### src/rtl/sorted_result_serializer.sv
// Captures a sorted result vector in one handshake and streams it out one word
// per beat with index, last and duplicate-of-previous tags plus a distinct count.
module sorted_result_serializer #(
  parameter int NUMVALS = 16,
  parameter int SIZE    = 32,
  localparam int TOTAL  = 2 * NUMVALS,
  localparam int IDXW   = $clog2(2 * NUMVALS)
) (
  input  logic                    clk,
  input  logic                    rst,
  input  logic                    in_valid,
  output logic                    in_ready,
  input  logic [TOTAL*SIZE-1:0]   in_data,
  output logic                    out_valid,
  input  logic                    out_ready,
  output logic [SIZE-1:0]         out_data,
  output logic [IDXW-1:0]         out_index,
  output logic                    out_last,
  output logic                    out_dup,
  output logic                    done,
  output logic [IDXW:0]           uniq_count
);

  localparam logic [IDXW-1:0] LAST_IDX = IDXW'(TOTAL - 1);

  typedef enum logic {IDLE, STREAM} state_t;

  state_t          state, state_next;
  logic [SIZE-1:0] buffer [TOTAL];
  logic [IDXW-1:0] idx;
  logic [IDXW-1:0] idx_prev;
  logic [IDXW:0]   uniq_run;
  logic [IDXW:0]   uniq_inc;
  logic            xfer;
  logic            last_xfer;
  logic            capture;

  // Outputs are gated by out_valid so that every out_* field reads zero outside a stream.
  always_comb begin
    idx_prev  = idx - 1'b1;
    out_valid = (state == STREAM);
    out_data  = out_valid ? buffer[idx] : '0;
    out_index = out_valid ? idx : '0;
    out_last  = out_valid && (idx == LAST_IDX);
    out_dup   = out_valid && (idx != '0) && (buffer[idx] == buffer[idx_prev]);
    xfer      = out_valid && out_ready;
    last_xfer = xfer && out_last;
    uniq_inc  = uniq_run + (out_dup ? (IDXW+1)'(0) : (IDXW+1)'(1));
  end

  // Capture is allowed while idle, or in the very beat the final word leaves.
  always_comb begin
    state_next = state;
    in_ready   = 1'b0;
    if (!rst) in_ready = (state == IDLE) || last_xfer;
    capture = in_valid && in_ready;
    case (state)
      IDLE:    if (capture) state_next = STREAM;
      STREAM:  if (last_xfer && !capture) state_next = IDLE;
      default: state_next = IDLE;
    endcase
  end

  always_ff @(posedge clk) begin
    if (rst) state <= IDLE;
    else     state <= state_next;
  end

  always_ff @(posedge clk) begin
    if (rst) begin
      idx        <= '0;
      uniq_run   <= '0;
      done       <= 1'b0;
      uniq_count <= '0;
    end else begin
      done <= last_xfer;
      if (last_xfer) uniq_count <= uniq_inc;
      if (capture) begin
        idx      <= '0;
        uniq_run <= '0;
      end else if (xfer) begin
        idx      <= out_last ? '0 : idx + 1'b1;
        uniq_run <= uniq_inc;
      end
    end
  end

  // The word buffer needs no reset: its contents are never visible outside a stream.
  always_ff @(posedge clk) begin
    if (capture) begin
      for (int i = 0; i < TOTAL; i++) buffer[i] <= in_data[i*SIZE +: SIZE];
    end
  end

endmodule

### config.mk
export PLATFORM = sky130hd
export DESIGN_NAME = sorted_result_serializer
export DESIGN_NICKNAME = d
export VERILOG_FILES = /design/src/rtl/sorted_result_serializer.sv
export SDC_FILE = /design/constraint.sdc
export NUM_CORES = 1
export LEC_CHECK = 0
export BUFFER_PORTS_ARGS = -buffer_cell sky130_fd_sc_hd__buf_4
export CORE_AREA = 2 2 424 426
export DETAILED_ROUTE_END_ITERATION = 6
export DIE_AREA = 0 0 426 428
export PLACE_DENSITY = 0.52
export RECOVER_POWER = 25
export SLEW_MARGIN = 20
export SYNTH_ARGS = -nofsm -noshare
export SYNTH_HDL_FRONTEND = slang
export SYNTH_SLANG_ARGS = --single-unit
### constraint.sdc
create_clock -name clk -period 76.8 [get_ports clk]
set_input_delay 11.52 -clock clk [delete_from_list [all_inputs] [get_ports clk]]
set_output_delay 11.52 -clock clk [all_outputs]
set_load 0.02 [all_outputs]
* Word-level counts from Yosys, hierarchy flattened
Memory sizes are Yosys's and may differ from the RTL's. A register that Yosys moved wholly into a read port is not among the register bits.
Index checks and enable logic that the tools add are counted.
** Operators by class
- Equality and inequality tests :: 2
- Add/subtract/negate cells :: 3
- Bitwise operators :: 1
- Reduce and logical (&&, ||, !) cells :: 11
- Multiplexer cells :: 11
** Operators with widths (number)
- $eq A32 B32 Y1 :: 1
- $mux W32 :: 1
- $mux W5 :: 4
- $logic_and A1 B1 Y1 :: 7
- $add A6 B1 Y6 :: 1
- $add A5 B1 Y5 const B :: 1
- $eq A5 B5 Y1 const B :: 1
- $mux W1 :: 5
- $reduce_bool A5 Y1 :: 1
- $sub A5 B1 Y5 const B :: 1
- $pmux W1 S2 :: 1
- $reduce_or A2 Y1 :: 1
- $logic_not A1 Y1 :: 1
- $logic_or A1 B1 Y1 :: 1
- $not A1 Y1 :: 1
** Word-level totals
- Register bits after elaboration :: 19
- Memories :: 1
- Logic and storage cells :: 34
- Memory bits (writable) :: 1024
** Memories
- buffer :: words 32, bits a word 32, rd ports 2, clocked after memory_dff 1, write ports 32, line 29 : logic [SIZE-1:0] buffer [TOTAL];

* Depth between registers and ports, before layout
Gate-level depths: netlist of run 1.
- Word-level depth :: 10
- Gate-level depth with buffers :: 26
- Depth with buffers taken out :: 17

* Least setup slack after synthesis of run 1
OpenSTA, ideal clock, no wires.
- Kind :: input to register
- Start :: input port out_ready
- End :: register with a tool-made name
- Arrival :: 38.069 ns
- Library setup time :: 0.136 ns
- Path buffers :: 2
- Slack :: 38.595 ns
- Stages :: 8
- Path through :: and2_1 > clkbuf_1 > nand2_1 > a21oi_1 > and2_1 > or2_2 > clkbuf_1 > nor3_1
** RTL lines
- start: declaration :: line 15 : input logic out_ready,

* Worst setup path after layout of run 1
- Start :: input port out_ready
- End :: output port in_ready
** On the way
- Longest elaborated chain between the ends :: 4
** Ends and longest elaborated chain
- $logic_and A1 B1 Y1 :: line 46 : xfer = out_valid && out_ready;
- $logic_and A1 B1 Y1 :: line 47 : last_xfer = xfer && out_last;
- $logic_or A1 B1 Y1 :: line 55 : if (!rst) in_ready = (state == IDLE) || last_xfer;
- $mux W1 :: line 55
- end: declaration :: line 12 : output logic in_ready,
No other way between the ends.

==> impl_metrics.toml, run 1 <==
[run_status]
status = "finished clean"

[timing]
fmax_mhz = 41.5
setup_viol = 0
clock_skew_ns = 0.0297
finalCritPeriodShare_pct = 31.4
finalCriticalPeriod_ns = 24.08
hold_violations = 0
tns_ns = 0
fin_hold_ws_ns = 0.472
worst_pin_slew_ns = 1.10
grt_setup_unrepaired = "no"
slew_viol_final = 0
slew_headroom_pct = 26.6

[flow_run]
max_cap_violations = 0

[floorplan]
ios = 1076
die_h_um = 428
die_width_um = 426
core_um2 = 178000
num_rows = 155
floorplan.die_area_um2 = 182000
floorplan.initialDensity_pct = 27.5

[logic_synthesis]
ys_types = 60
synth-seq-area-share_pct = 64.0
synth_top_area_share_pct = 63.0
async_flop_share_pct = 0
yosysMostFrequentCell = "edfxtp_1"
synth_seq_cells = 1048
synth_common_cells = "edfxtp_1, mux4_2, nand2_1"
synthFlopType = "edfxtp_1"
yosys-top-cells-area = "edfxtp_1, mux4_2, mux2i_1, mux4_1, dfxtp_1"
ys_warn_count = 0
synth.cell_area_um2 = 48800
yosys.area.top_type = "edfxtp_1"
synth_edf_count = 1024
mappedNetlistNets = 3464
synth_cells = 2431
postSynthAreaPerCell_um2 = 20.1

[finish]
nNetsFinal = 4545
area_growth_pct = 30.1
final_cell_count_no_fill = 6049
final_core_util_pct = 35.8
drive_gt1_share_pct = 50.8

[place]
dpl.hpwl_um = 161000
portBuffers = 1075
routabilityCongestion = 0.862
dp_cells = 5735

[setup_path]
crit_fanout = 7
worstSetupEndpointType = "output pin"
critical_path_class = "in -> out"
required_ns = 65.28
crit_arrival_ns = 12.56
cp-start-kind = "primary input"

[clock_network]
holdBufCountCts = 0
cts_buffer_depth = 3
htreeDepth = 4
numCtsBuffers = 130
tritoncts = "yes"
clockRootBuffer = "clkbuf_16"
cts-resized-gates = 0
clk_transition_reported_paths_ns = 0.06
post_cts_buffers = 0
clock_latency_ns = 0.77
cts_sinks = 1048

[power_and_ir_drop]
power_density_nw_per_um2 = 22.4
p_total_mw = 1.42
ir_worst_vdd_mv = 0.0156
p_leak_nw = 21.5

[detailed_routing]
first_pass_iters = 5
dr_total_vias = 32000
wire_per_inst_um = 36.1
drtIter0Drc = 3648
ant_nets = 0
drc = 0
detail_route.vias_per_cell = 5.29
wirelength_um = 218000

[global_route]
grtUsageTotal_pct = 23.4
grt_pass1_vias = 32600
antenna_found_initial = 115
grt_max_degree = 99
grt_pass1_wl_um = 286000
grt-ovfl-total = 0

[hold_path]
hold_path_class = "reg -> reg"
report_power, final:
| group | internal, mW | leakage, nW | total, mW | switching, mW |
|---|---|---|---|---|
| sequential | 0.655 | 9.67 | 0.667 | 0.0122 |
| clock | 0.345 | 1.98 | 0.601 | 0.256 |
| combinational | 0.0761 | 9.80 | 0.152 | 0.0762 |
| total | 1.08 | 21.5 | 1.42 | 0.344 |
critical path, stage by stage:
cell	delay, ns
buf_4	0.09
and2_1	0.31
nand2_1	0.20
a21oi_1	0.25
buf_4	0.18
placed cells by master (no fill, tap or decap), types with 18 or more instances in the layout:
master / n
edfxtp_1: 1024
buf_4: 606
clkbuf_4: 524
mux4_2: 481
clkbuf_16: 134
nand2_1: 122
mux2i_1: 105
diode_2: 82
a22oi_1: 51
a21oi_1: 51
nor2_1: 40
a221oi_1: 36
clkinv_1: 32
clkbuf_1: 29
and2_1: 27
a32o_1: 27
mux4_1: 27
xor2_1: 22
xnor2_1: 21
a31oi_1: 21
o21ai_0: 18
flip-flops by register name, indices dropped and copies added (netlist names), named ones only:
name,flops
buffer,1024
uniq_count,6
uniq_run,6
idx,5
done,1
out_valid,1
cell families after synthesis:
family / after synthesis / synth area share (%)
adders and majority gates: 5 / 0.128
buffers and inverters: 196 / 2.64
muxes: 620 / 26.0
AOI/OAI and AO/OA: 272 / 4.16
xor gates and xnor gates: 47 / 0.882
and+or+nand+nor: 243 / 2.26
DFF: 1048 / 64.0
metrics by stage:
stage | cell area, um^2 | worst slack [ns]
final | 63500 | 52.72
after global routing | 63500 | 52.68
after CTS | 63300 | 52.78
after detailed placement | 59200 | 52.79
after global placement | 59200 | 52.81
after floorplan | 48800 | 38.60
path summary, 6_finish.rpt:
check,to,startpoint,slack [ns],cells after the start
setup / recovery,in_ready,out_ready,52.72,5
hold / removal,uniq_run[0],uniq_run[0],0.47,2
setup reg to reg,uniq_count[4],idx[0],68.61,18
hold reg to reg,uniq_run[0],uniq_run[0],0.47,2
final cells by class:
type | instances | area [um^2]
fillers | 17000 | 114000
diodes | 82 | 205
clock buffers | 158 | 3450
repair buffers | 1139 | 8570
multi-input cells | 1187 | 16400
inverters | 6 | 22.5
well taps | 2355 | 2950
clock inverters | 74 | 629
flip-flops and latches | 1048 | 31300
per-layer routing:
layer	wire (um)	global-route usage, %	vias up	part of all wire (%)
met4	7670	10.2	30	3.5
met5	198	0	-	0.091
met3	18000	5.82	328	8.3
met1	81400	28.2	17000	37
li1	-	-	12800	-
met2	111000	39.4	1777	51
Power figures use the tool's default switching activity.
==> run 2: changes to the inputs <==
--- a/config.mk
+++ b/config.mk
@@ -6,10 +6,10 @@
 export NUM_CORES = 1
 export LEC_CHECK = 0
 export BUFFER_PORTS_ARGS = -buffer_cell sky130_fd_sc_hd__buf_4
-export CORE_AREA = 2 2 424 426
+export CORE_AREA = 2 2 423 425
 export DETAILED_ROUTE_END_ITERATION = 6
-export DIE_AREA = 0 0 426 428
-export PLACE_DENSITY = 0.52
+export DIE_AREA = 0 0 425 427
+export PLACE_DENSITY = 0.54
 export RECOVER_POWER = 25
 export SLEW_MARGIN = 20
 export SYNTH_ARGS = -nofsm -noshare
==> constraint.sdc (replaced) <==
create_clock -name clk -period 19.8 [get_ports clk]
set_input_delay 2.97 -clock clk [delete_from_list [all_inputs] [get_ports clk]]
set_output_delay 2.97 -clock clk [all_outputs]
set_load 0.02 [all_outputs]
==> run 2 against run 1 <==
Net effect: register-to-register slack worse by 56 ns; utilization is 0.12 points lower; clock skew is 0.024 ns higher; highest routed layer unchanged; sequential power grew to 3.9 times the previous value; largest power group unchanged; count of clock-buffer cells in the layout is 7 lower; critical path type is now reg -> out; die area is 0.47% lower; first-iteration DRC count is 3.8% higher; sequential cell count stayed put; via count is 0.68% higher.
==> impl_metrics.toml, run 2 (synthesized netlist as in run 1, its figures left out) <==
[floorplan]
die_width_um = 425
floorplan.die_area_um2 = 181000
core_um2 = 177000
floorplan.initialDensity_pct = 27.5
num_rows = 155
ios = 1076
die_h_um = 427

[setup_path]
required_ns = 16.83
crit_path_max_incr_delay_ns = 0.98
crit_arrival_ns = 7.33
crit_fanout = 58
cpMostUsedCell = "buf_4"
crit_chain = "inv_1 > ha_4 > buf_4 > buf_4 > mux4_2 > mux4_2 > mux2i_1 > xnor2_1 > nor4_1 > nand4_1 > nor3_1 > buf_4 > buf_4"
critical_path_class = "reg -> out"
cp-start-kind = "flop"
reg2reg_depth = 16
worstSetupEndpointType = "output pin"
r2r-end = "uniq_count[4]"
ff2ff_setup_slack_ns = 12.51
reg2reg_from = "idx[0]"
critPathSlowestCell = "ha_4"

[place]
dpl.hpwl_um = 161000
dpl_cell_area_um2 = 59300
pre_cts_ws_ns = 10.05
routabilityCongestion = 0.894
portBuffers = 1075

[global_route]
antenna_found_initial = 104
grt-ovfl-total = 0
grt_pass1_vias = 32500
grt_max_degree = 171
grtUsageTotal_pct = 23.3
grt_pass1_wl_um = 286000

[timing]
finalCritPeriodShare_pct = 52.0
finalCriticalPeriod_ns = 10.30
fmax_mhz = 97.1
clock_skew_ns = 0.0541
fin_ws_ns = 9.50
tns_ns = 0
setup_viol = 0
hold_violations = 0
grt_setup_unrepaired = "no"
worst_pin_slew_ns = 1.18
slew_headroom_pct = 21.2
slew_viol_final = 0

[hold_path]
hold_end = "uniq_count[1]"
whs_path_depth = 2
hold_path_class = "reg -> reg"
hold_start = "uniq_count[1]"

[clock_network]
cts-resized-gates = 0
htreeDepth = 3
holdBufCountCts = 0
clk_transition_reported_paths_ns = 0.06
post_cts_buffers = 0
clock_latency_ns = 0.76
cts_sinks = 1048
cts_buffer_depth = 3
tritoncts = "yes"
clockRootBuffer = "clkbuf_16"
numCtsBuffers = 121

[detailed_routing]
detail_route.vias_per_cell = 5.35
wire_per_inst_um = 36.1
ant_nets = 0
drc = 0
first_pass_iters = 6
drtIter0Drc = 3788
dr_total_vias = 32200
wirelength_um = 218000

[finish]
area_growth_pct = 29.4
postLayoutCellArea_um2 = 63200
reg_top3 = "buffer: 1024 flops, uniq_count: 6 flops, uniq_run: 6 flops"
largest_reg_flops = 1024
regMostFlops = "buffer"
final_common_cell = "edfxtp_1"
final_cell_mix = "edfxtp_1, buf_4, mux4_2"
nNetsFinal = 4534
drive_gt1_share_pct = 49.5

[flow_run]
max_cap_violations = 0

[power_and_ir_drop]
p_total_mw = 5.44
ir_worst_vdd_mv = 0.0765
power_density_nw_per_um2 = 86.2
p_leak_nw = 21.2

[run_status]
status = "finished clean"
[run 2: cell types whose count changed in the layout (fill, tap and decap cells not counted), moves of 6 or more]
cell	previous run	this run
clkinvlp_4	4	12
clkbuf_4	524	473
inv_6	8	1
clkbuf_1	29	82
clkbuf_16	134	121
diode_2	82	67
clkinv_1	32	23
buf_4	606	600
[run 2: how the worst max path moves through the flow]
stage                     startpoint       to  cells past startpoint
after floorplan            out_ready     flop                      8
after global placement        idx[0]  out_dup                     13
after detailed placement      idx[0]  out_dup                     13
after CTS                     idx[0]  out_dup                     13
after global routing          idx[0]  out_dup                     13
final                         idx[0]  out_dup                     13
[run 2: final cells by class]
cell class | instances | area, um^2
Fill cell | 16900 | 114000
Sequential cell | 1048 | 31300
Multi-Input combinational cell | 1187 | 16400
Timing Repair Buffer | 1137 | 8420
Clock buffer | 151 | 3180
Tap cell | 2355 | 2950
Clock inverter | 75 | 734
Antenna cell | 67 | 168
Inverter | 6 | 22.5
[run 2: power by group]
group | switching (mW) | leakage, nW | internal [mW]
Sequential | 0.0529 | 9.67 | 2.54
Combinational | 0.306 | 9.63 | 0.294
Clock | 0.979 | 1.87 | 1.27
[run 2: per-stage QoR]
step                      hold WS [ns]  cells  util, %
final                            0.458   6026     35.6
after global routing             0.480   6010     35.6
after CTS                        0.459   5958     35.6
after detailed placement         0.450   5732     33.4
after global placement           0.446   5731     33.4
after floorplan                  0.440   2431        -
[run 2: layer usage]
layer	vias up	part of all wire, %	global-route usage [%]
met5	-	0.085	0
met4	30	4.2	10.7
met2	1948	50	38.5
met1	17100	37	28.8
met3	389	8.6	5.67
li1	12800	-	-
[run 2: worst max-delay path, delay by kind of cell, from the launching register on]
family                     cells  cell delay (ns)
buffers and inverters          5             2.04
adders and majority gates      1             0.98
muxes                          3             1.08
DFF                            1             0.77
and+or+nand+nor                3             1.23
xor gates and xnor gates       1             0.34
